===== src/rtl/cam_sccb_pkg.sv =====
`default_nettype none
// ============================================================================
// Module      : cam_sccb_pkg
// Description : Shared types and constants for the OV2640 SCCB init master.
//               Holds the FSM state encoding, the init table length, the
//               soft-reset register/bit, and the write retry limit.
// Revision    : 1.0 - initial release
// ============================================================================
package cam_sccb_pkg;

    typedef enum logic [3:0] {
        ST_PWR_WAIT = 4'd0,
        ST_START    = 4'd1,
        ST_BIT      = 4'd2,
        ST_STOP     = 4'd3,
        ST_GAP      = 4'd4,
        ST_NEXT     = 4'd5,
        ST_DONE     = 4'd6,
        ST_IDLE     = 4'd7
    } sccb_state_t;

    localparam int         CAM_INIT_LEN = 23;

    localparam logic [7:0] SOFT_RST_REG = 8'h12;
    localparam int         SOFT_RST_BIT = 7;

    // Total attempts allowed for one table entry before giving up.
    localparam logic [1:0] RETRY_LIMIT  = 2'd3;

    // True when the {reg, val} entry resets the sensor and therefore needs
    // a fresh power-up settle before the next write.
    function automatic logic is_soft_reset(input logic [15:0] entry);
        return (entry[15:8] == SOFT_RST_REG) && entry[SOFT_RST_BIT];
    endfunction

endpackage
`default_nettype wire


===== src/rtl/cam_sccb_init_rom.sv =====
`default_nettype none
// ============================================================================
// Module      : cam_init_rom
// Description : Combinational OV2640 init table, QVGA RGB565 setup.
//               Each entry is {register address, value}.
// Ports       : addr  - table index (reg_idx of the master)
//               entry - {reg[7:0], val[7:0]}
// Revision    : 1.0 - initial release
// ============================================================================
module cam_init_rom
    import cam_sccb_pkg::*;
(
    input  logic [7:0]  addr,
    output logic [15:0] entry
);

    always_comb begin
        entry = 16'hFF00;
        case (addr)
            8'd0:  entry = {8'hFF, 8'h01};  // bank select: sensor
            8'd1:  entry = {8'h12, 8'h80};  // COM7 soft reset
            8'd2:  entry = {8'hFF, 8'h00};  // bank select: DSP
            8'd3:  entry = {8'h2C, 8'hFF};
            8'd4:  entry = {8'h2E, 8'hDF};
            8'd5:  entry = {8'hFF, 8'h01};  // bank select: sensor
            8'd6:  entry = {8'h3C, 8'h32};
            8'd7:  entry = {8'h11, 8'h00};  // CLKRC: no prescale
            8'd8:  entry = {8'h09, 8'h02};  // COM2: output drive 2x
            8'd9:  entry = {8'h04, 8'h28};
            8'd10: entry = {8'h13, 8'hE5};  // COM8: AGC/AEC on
            8'd11: entry = {8'h14, 8'h48};  // COM9: gain ceiling
            8'd12: entry = {8'h15, 8'h00};
            8'd13: entry = {8'hFF, 8'h00};  // bank select: DSP
            8'd14: entry = {8'hE0, 8'h04};  // hold DVP in reset
            8'd15: entry = {8'hC0, 8'h64};  // HSIZE8
            8'd16: entry = {8'hC1, 8'h4B};  // VSIZE8
            8'd17: entry = {8'hDA, 8'h08};  // IMAGE_MODE: RGB565
            8'd18: entry = {8'hD7, 8'h03};
            8'd19: entry = {8'hE1, 8'h77};
            8'd20: entry = {8'h5A, 8'h50};  // ZMOW: 320/4
            8'd21: entry = {8'h5B, 8'h3C};  // ZMOH: 240/4
            8'd22: entry = {8'hE0, 8'h00};  // release DVP reset
            default: entry = 16'hFF00;
        endcase
    end

endmodule
`default_nettype wire


===== src/rtl/cam_sccb_init.sv =====
`default_nettype none
// ============================================================================
// Module      : cam_sccb_init
// Description : SCCB write master that streams the OV2640 init table after
//               reset. Each entry is a 3-phase write (DEV_ADDR, reg, val),
//               9 bits per phase, 4 quarters per bit.
// Ports       : clk, rst      - clock, synchronous active-high reset
//               start         - re-run the table from IDLE/DONE
//               siod_i        - SIOD pad input (ACK sampling)
//               sioc, siod_oe - SCCB clock, SIOD pull-low enable
//               busy, done, err, reg_idx - status
// Options     : SCCB_ACK_CHECK_EN - sample ACK, abort/retry failed writes.
// Revision    : 1.0 - initial release
// ============================================================================
module cam_sccb_init
    import cam_sccb_pkg::*;
#(
    parameter int unsigned CLK_HZ         = 100_000_000,
    parameter int unsigned SCL_HZ         = 100_000,
    parameter logic [7:0]  DEV_ADDR       = 8'h60,
    parameter int unsigned POWERUP_CYCLES = 1_000_000
) (
    input  logic       clk,
    input  logic       rst,
    input  logic       start,
    input  logic       siod_i,
    output logic       sioc,
    output logic       siod_oe,
    output logic       busy,
    output logic       done,
    output logic       err,
    output logic [7:0] reg_idx
);

    localparam int unsigned     c_QDIV    = CLK_HZ / (4 * SCL_HZ);
    localparam int              c_QW      = (c_QDIV > 1) ? $clog2(c_QDIV) : 1;
    localparam logic [c_QW-1:0] c_QMAX    = c_QW'(c_QDIV - 1);
    localparam logic [31:0]     c_PWR_MAX = 32'(POWERUP_CYCLES - 1);
    localparam logic [7:0]      c_LAST    = 8'(CAM_INIT_LEN - 1);

    sccb_state_t     r_state, w_state_n;
    logic [c_QW-1:0] r_qcnt, w_qcnt_n, w_qstep;
    logic [1:0]      r_qtr, w_qtr_n;
    logic [3:0]      r_bit, w_bit_n;
    logic [1:0]      r_phase, w_phase_n;
    logic [31:0]     r_pwr_cnt, w_pwr_cnt_n;
    logic [7:0]      r_reg_idx, w_reg_idx_n;
    logic            r_sioc, w_sioc_n;
    logic            r_siod_oe, w_siod_oe_n;
    logic            r_busy, w_busy_n;
    logic            r_done, w_done_n;
    logic            r_err, w_err_n;
    logic            r_nack, w_nack_n;
    logic [1:0]      r_tries, w_tries_n;
    logic [15:0]     w_entry;
    logic            w_wrap;
    logic            w_ack_bad;

    cam_init_rom u_rom (
        .addr  (r_reg_idx),
        .entry (w_entry)
    );

    assign w_wrap  = (r_qcnt == c_QMAX);
    assign w_qstep = w_wrap ? '0 : r_qcnt + 1'b1;

`ifdef SCCB_ACK_CHECK_EN
    assign w_ack_bad = siod_i;
`else
    logic w_unused_siod;
    assign w_unused_siod = siod_i;
    assign w_ack_bad     = 1'b0;
`endif

    // SIOD pull-low enable for bit b of phase ph; the 9th bit is released.
    function automatic logic data_oe(input logic [15:0] entry,
                                     input logic [1:0]  ph,
                                     input logic [3:0]  b);
        logic [7:0] byte_v;
        case (ph)
            2'd0:    byte_v = DEV_ADDR;
            2'd1:    byte_v = entry[15:8];
            default: byte_v = entry[7:0];
        endcase
        if (b >= 4'd8) return 1'b0;
        return ~byte_v[3'd7 - b[2:0]];
    endfunction

    always_comb begin
        w_state_n   = r_state;
        w_qcnt_n    = '0;
        w_qtr_n     = r_qtr;
        w_bit_n     = r_bit;
        w_phase_n   = r_phase;
        w_pwr_cnt_n = r_pwr_cnt;
        w_reg_idx_n = r_reg_idx;
        w_sioc_n    = r_sioc;
        w_siod_oe_n = r_siod_oe;
        w_busy_n    = r_busy;
        w_done_n    = r_done;
        w_err_n     = r_err;
        w_nack_n    = r_nack;
        w_tries_n   = r_tries;

        case (r_state)
            ST_PWR_WAIT: begin
                w_busy_n    = 1'b1;
                w_sioc_n    = 1'b1;
                w_siod_oe_n = 1'b0;
                if (r_pwr_cnt == c_PWR_MAX) begin
                    w_pwr_cnt_n = '0;
                    w_qtr_n     = 2'd0;
                    w_state_n   = ST_START;
                end else begin
                    w_pwr_cnt_n = r_pwr_cnt + 32'd1;
                end
            end

            // q0: SIOD released, SCL high. q1: SIOD low (start condition).
            ST_START: begin
                w_qcnt_n = w_qstep;
                w_nack_n = 1'b0;
                if (w_wrap) begin
                    if (r_qtr == 2'd0) begin
                        w_qtr_n     = 2'd1;
                        w_siod_oe_n = 1'b1;
                    end else begin
                        w_state_n   = ST_BIT;
                        w_qtr_n     = 2'd0;
                        w_phase_n   = 2'd0;
                        w_bit_n     = 4'd0;
                        w_sioc_n    = 1'b0;
                        w_siod_oe_n = data_oe(w_entry, 2'd0, 4'd0);
                    end
                end
            end

            // Outputs for quarter n+1 are loaded on the wrap of quarter n.
            ST_BIT: begin
                w_qcnt_n = w_qstep;
                if (w_wrap) begin
                    w_qtr_n = r_qtr + 2'd1;
                    case (r_qtr)
                        2'd0: w_sioc_n = 1'b1;
                        2'd1: w_sioc_n = 1'b1;
                        2'd2: begin
                            w_sioc_n = 1'b0;
                            if (r_bit == 4'd8 && w_ack_bad) w_nack_n = 1'b1;
                        end
                        default: begin
                            w_qtr_n = 2'd0;
                            if (r_bit != 4'd8) begin
                                w_bit_n     = r_bit + 4'd1;
                                w_siod_oe_n = data_oe(w_entry, r_phase, r_bit + 4'd1);
                            end else if (r_phase != 2'd2 && !r_nack) begin
                                w_phase_n   = r_phase + 2'd1;
                                w_bit_n     = 4'd0;
                                w_siod_oe_n = data_oe(w_entry, r_phase + 2'd1, 4'd0);
                            end else begin
                                w_state_n   = ST_STOP;
                                w_sioc_n    = 1'b1;
                                w_siod_oe_n = 1'b1;
                            end
                        end
                    endcase
                end
            end

            // q0: SIOD low with SCL high. q1: SIOD released (stop condition).
            ST_STOP: begin
                w_qcnt_n = w_qstep;
                if (w_wrap) begin
                    if (r_qtr == 2'd0) begin
                        w_qtr_n     = 2'd1;
                        w_siod_oe_n = 1'b0;
                    end else begin
                        w_qtr_n   = 2'd0;
                        w_state_n = ST_GAP;
                    end
                end
            end

            ST_GAP: begin
                w_qcnt_n = w_qstep;
                if (w_wrap) begin
                    w_qtr_n = r_qtr + 2'd1;
                    if (r_qtr == 2'd3) begin
                        w_qtr_n   = 2'd0;
                        w_state_n = ST_NEXT;
                    end
                end
            end

            ST_NEXT: begin
                w_qtr_n = 2'd0;
                if (r_nack) begin
                    if (r_tries == RETRY_LIMIT - 2'd1) begin
                        w_tries_n = 2'd0;
                        w_err_n   = 1'b1;
                        w_busy_n  = 1'b0;
                        w_state_n = ST_IDLE;
                    end else begin
                        w_tries_n = r_tries + 2'd1;
                        w_state_n = ST_START;
                    end
                end else if (r_reg_idx == c_LAST) begin
                    w_tries_n = 2'd0;
                    w_busy_n  = 1'b0;
                    w_done_n  = 1'b1;
                    w_state_n = ST_DONE;
                end else begin
                    w_tries_n   = 2'd0;
                    w_reg_idx_n = r_reg_idx + 8'd1;
                    w_pwr_cnt_n = '0;
                    w_state_n   = is_soft_reset(w_entry) ? ST_PWR_WAIT : ST_START;
                end
            end

            ST_DONE, ST_IDLE: begin
                if (start) begin
                    w_done_n    = 1'b0;
                    w_err_n     = 1'b0;
                    w_busy_n    = 1'b1;
                    w_reg_idx_n = 8'd0;
                    w_tries_n   = 2'd0;
                    w_qtr_n     = 2'd0;
                    w_state_n   = ST_START;
                end
            end

            default: w_state_n = ST_IDLE;
        endcase
    end

    always_ff @(posedge clk) begin
        if (rst) begin
            r_state   <= ST_PWR_WAIT;
            r_qcnt    <= '0;
            r_qtr     <= 2'd0;
            r_bit     <= 4'd0;
            r_phase   <= 2'd0;
            r_pwr_cnt <= '0;
            r_reg_idx <= 8'd0;
            r_sioc    <= 1'b1;
            r_siod_oe <= 1'b0;
            r_busy    <= 1'b0;
            r_done    <= 1'b0;
            r_err     <= 1'b0;
            r_nack    <= 1'b0;
            r_tries   <= 2'd0;
        end else begin
            r_state   <= w_state_n;
            r_qcnt    <= w_qcnt_n;
            r_qtr     <= w_qtr_n;
            r_bit     <= w_bit_n;
            r_phase   <= w_phase_n;
            r_pwr_cnt <= w_pwr_cnt_n;
            r_reg_idx <= w_reg_idx_n;
            r_sioc    <= w_sioc_n;
            r_siod_oe <= w_siod_oe_n;
            r_busy    <= w_busy_n;
            r_done    <= w_done_n;
            r_err     <= w_err_n;
            r_nack    <= w_nack_n;
            r_tries   <= w_tries_n;
        end
    end

    assign sioc    = r_sioc;
    assign siod_oe = r_siod_oe;
    assign busy    = r_busy;
    assign done    = r_done;
    assign err     = r_err;
    assign reg_idx = r_reg_idx;

endmodule
`default_nettype wire


===== config.mk =====
export PLATFORM = sky130hd
export DESIGN_NAME = cam_sccb_init
export DESIGN_NICKNAME = d
export VERILOG_FILES = /design/src/rtl/cam_sccb_pkg.sv /design/src/rtl/cam_sccb_init_rom.sv /design/src/rtl/cam_sccb_init.sv
export SDC_FILE = /design/constraint.sdc
export NUM_CORES = 1
export LEC_CHECK = 0
export ABC_AREA = 1
export BUFFER_PORTS_ARGS = -buffer_cell sky130_fd_sc_hd__buf_2
export CORE_AREA = 2 2 117 119
export CTS_CLUSTER_DIAMETER = 150
export DETAILED_ROUTE_END_ITERATION = 10
export DIE_AREA = 0 0 119 121
export PLACE_DENSITY = 0.59
export SLEW_MARGIN = 10
export SYNTH_ARGS = -nofsm -noshare
export SYNTH_HDL_FRONTEND = slang
export SYNTH_SLANG_ARGS = --single-unit

===== constraint.sdc =====
create_clock -name clk -period 3.8 [get_ports clk]
set_input_delay 0.19 -clock clk [delete_from_list [all_inputs] [get_ports clk]]
set_output_delay 0.19 -clock clk [all_outputs]
set_load 0.01 [all_outputs]

==> key figures <==
Setup path
  – Startpoint Class: flop
  – Kind of end point of the critical path: flop
  – CP Launch Point: r_state[2]$_SDFFE_PP0P_
  – Worst r2r path cells: 14
  – Worst EP arrival: 2810 ps
  – Reg2Reg Launch Point: r_state[2]$_SDFFE_PP0P_
  – CP Max Fanout: 9
  – Crit Path Class: reg2reg
  – Reg-to-reg slack, setup: 1220 ps
  – Required @ worst endpoint: 4030 ps

Final layout
  – Nets: 828
  – Most common cell after layout, fill and taps aside: nand2_1
  – Layout Cell Area excl Fill: 5580 um2
  – Most frequent cells in the layout: 197 x nand2_1, 104 x inv_1, 84 x nor2_1
  – # diodes: 0
  – Area delta synth->final: 8.76%
  – Final Util: 42.6%
  – FILL cells: 1392
  – Layout cells sized above 1: 8.46%

Timing
  – Slew headroom: 42.8%
  – Final hold vios: 0
  – Skew final: 9.51 ps
  – Post-layout minimum cycle time: 2580 ps
  – Tcrit/Tclk final: 67.8%
  – Max Clk Rate: 388 MHz
  – Setup repair after global routing missed its margin: no
  – Setup_tns: 0 ps
  – Final slew viol count: 0
  – Final setup violation count: 0
  – Worst Max-Slew Pin Slew: 855 ps

Clock tree
  – CTS tree: done
  – Post-CTS Setup Bufs: 0
  – Root Driver: clkbuf_16
  – Worst skew pair latency: 340 ps
  – Hold Buf Count CTS: 0
  – Clock Path Buffers: 2
  – Clk slew on worst S/H paths: 60 ps
  – CTS Sinks: 79
  – CTS buffer count: 9
  – Post-CTS sizing: 0
  – H-tree levels: 3

Global route
  – Vias in the first global route: 4458
  – Total gr overflow: 0
  – Tot GR Track Use: 18.1%
  – Largest net degree at the start of global routing: 27
  – First-pass GRT wire length: 21.2 mm
  – Initial antenna violation count: 0

Floorplanning
  – Core Region: 13100 um2
  – Die Span X: 119 um
  – I/O pin count: 17
  – Die area: 14400 um2
  – Starting Density: 39.2%
  – Row Count: 42
  – Die Ht: 121 um

Place
  – Port bufs: 14
  – GP Congestion: 0.867
  – Post-DP HPWL: 9.19 mm
  – Placed inst area: 5310 um2

Synthesis
  – Sequential share of the synthesized area: 30.8%
  – Most area-consuming cells after synthesis: dfxtp_1 31%, nand2_1 14%, inv_1 7.6%
  – Cells after Synth: 794
  – Main synth FF type: dfxtp_1
  – Synthesized flop and latch total: 79
  – Yosys warns: 0
  – Yosys cell types: 45
  – Async S/R FF share, synth: 0%
  – Syn nets: 821
  – Average size of a mapped cell: 6.46 um2
  – Post-synth EDFFs: 0
  – Dominant cell type by area after synthesis: dfxtp_1
  – Post-synthesis cell area: 5130 um2
  – Yosys top cell area share: 30.8%

Pwr
  – Final Total Pwr: 2690 uW
  – Leakage Power: 0.00246 uW
  – PwrDens: 483 nW/um2
  – Peak VDD IR: 0.230 mV

Drt
  – DR pass1 iterations: 5
  – Drc violations: 0
  – Vias per cell: 5.00
  – Antenna Nets Post-Route: 0
  – Vias: 4903
  – DR iter-0 viols: 287
  – WL/cell: 12.5 um
  – WL final: 12.3 mm

Outcome
  – Status: finished, final reports clean

Run
  – Max-Cap Viols: 0

Hold path
  – Tightest Hold Check Type: in2reg
==> report_power, final <==
part           switching (uW)  leakage (uW)  internal, uW  total [uW]
logic                     594       0.00169           297         891
registers                76.5      0.000640           933        1010
clock network             323      0.000132           470         793
==> worst max-delay path, cell delays in order (launching register included) <==
cell      delay [ps]
dfxtp_1          530
inv_2            120
nor2_4           200
nand3_2          210
nand2_4          160
nand2_1           60
nand3_1          270
inv_1            180
ha_1             230
inv_1            100
nand2_1           90
o211ai_1         120
nand2_1           70
nand2_1           60
nand2_1           50
==> worst min-delay path by stage <==
stage | end | cells past startpoint | slack (ps) | from
floorplan | r_qcnt[0]$_SDFF_PP0_ | 1 | 430 | r_qcnt[0]$_SDFF_PP0_
global placement | busy$_SDFFE_PP0P_ | 2 | 450 | busy$_SDFFE_PP0P_
detailed placement | busy$_SDFFE_PP0P_ | 2 | 450 | busy$_SDFFE_PP0P_
CTS | r_qtr[1]$_SDFFE_PP0P_ | 2 | 260 | rst
global route | r_qtr[1]$_SDFFE_PP0P_ | 2 | 280 | rst
finish | r_qtr[1]$_SDFFE_PP0P_ | 2 | 260 | rst
==> logic make-up (layout without fill, tap and decap cells) <==
kind of cell | count (synthesis) | count (layout) | share of synthesized area [%]
DFF | 79 | 79 | 30.8
and+or+nand+nor | 457 | 457 | 41.0
buffers and inverters | 136 | 146 | 11.0
AOI/OAI and AO/OA | 86 | 86 | 9.49
other | 1 | 1 | 0.0731
xor gates and xnor gates | 12 | 12 | 2.05
adders and majority gates | 23 | 23 | 5.61
==> final cells by class <==
| class | count | area (um2) | share of cell area [%] |
|---|---|---|---|
| multi-input combinational | 579 | 2980 | 53.5 |
| sequential | 79 | 1580 | 28.4 |
| inverter | 116 | 440 | 7.90 |
| clock buffer | 13 | 260 | 4.67 |
| tap | 176 | 220 | 3.95 |
| timing repair buffer | 16 | 85.1 | 1.53 |
| clock inverter | 1 | 5.00 | 0.0897 |
==> metrics by stage <==
| step | hold slack (ps) | instances | worst slack (ps) |
|---|---|---|---|
| global placement | 450 | 966 | 1240 |
| finish | 265 | 980 | 1220 |
| CTS | 259 | 980 | 1250 |
| global route | 281 | 980 | 903 |
| detailed placement | 445 | 966 | 1260 |
| floorplan | 434 | 794 | 1670 |
==> cells in the mapped netlist, types with 2 or more instances <==
library cell  instances
buf_6                 4
inv_2                 9
nand4_1              29
or2_1                 2
nor2_2                3
inv_1               104
nor4_1                6
o21ai_1              11
nand2_2               8
nand3_4               2
nand3_2               2
buf_2                 7
xor2_1               11
or2_2                 2
nand3_1              73
clkbuf_1              7
o21ai_2               2
nor2_4                2
a211oi_1              9
o211ai_1              3
buf_4                 2
a21oi_1              32
nand2_1             197
inv_4                 2
nor3b_1               3
ha_1                 23
a31oi_1               3
dfxtp_1              79
nor3_2                5
nor3_1               34
nor2_1               84
o21ai_0              21
==> per-layer routing <==
metal	up-vias	track usage, %	wire length (um)
li1	2598	-	-
met1	2187	25.1	6190
met2	93	27.9	5320
met3	25	2.54	469
met4	0	7.96	286
met5	-	0	0
Note: power is estimated with default switching activity, not from simulation.
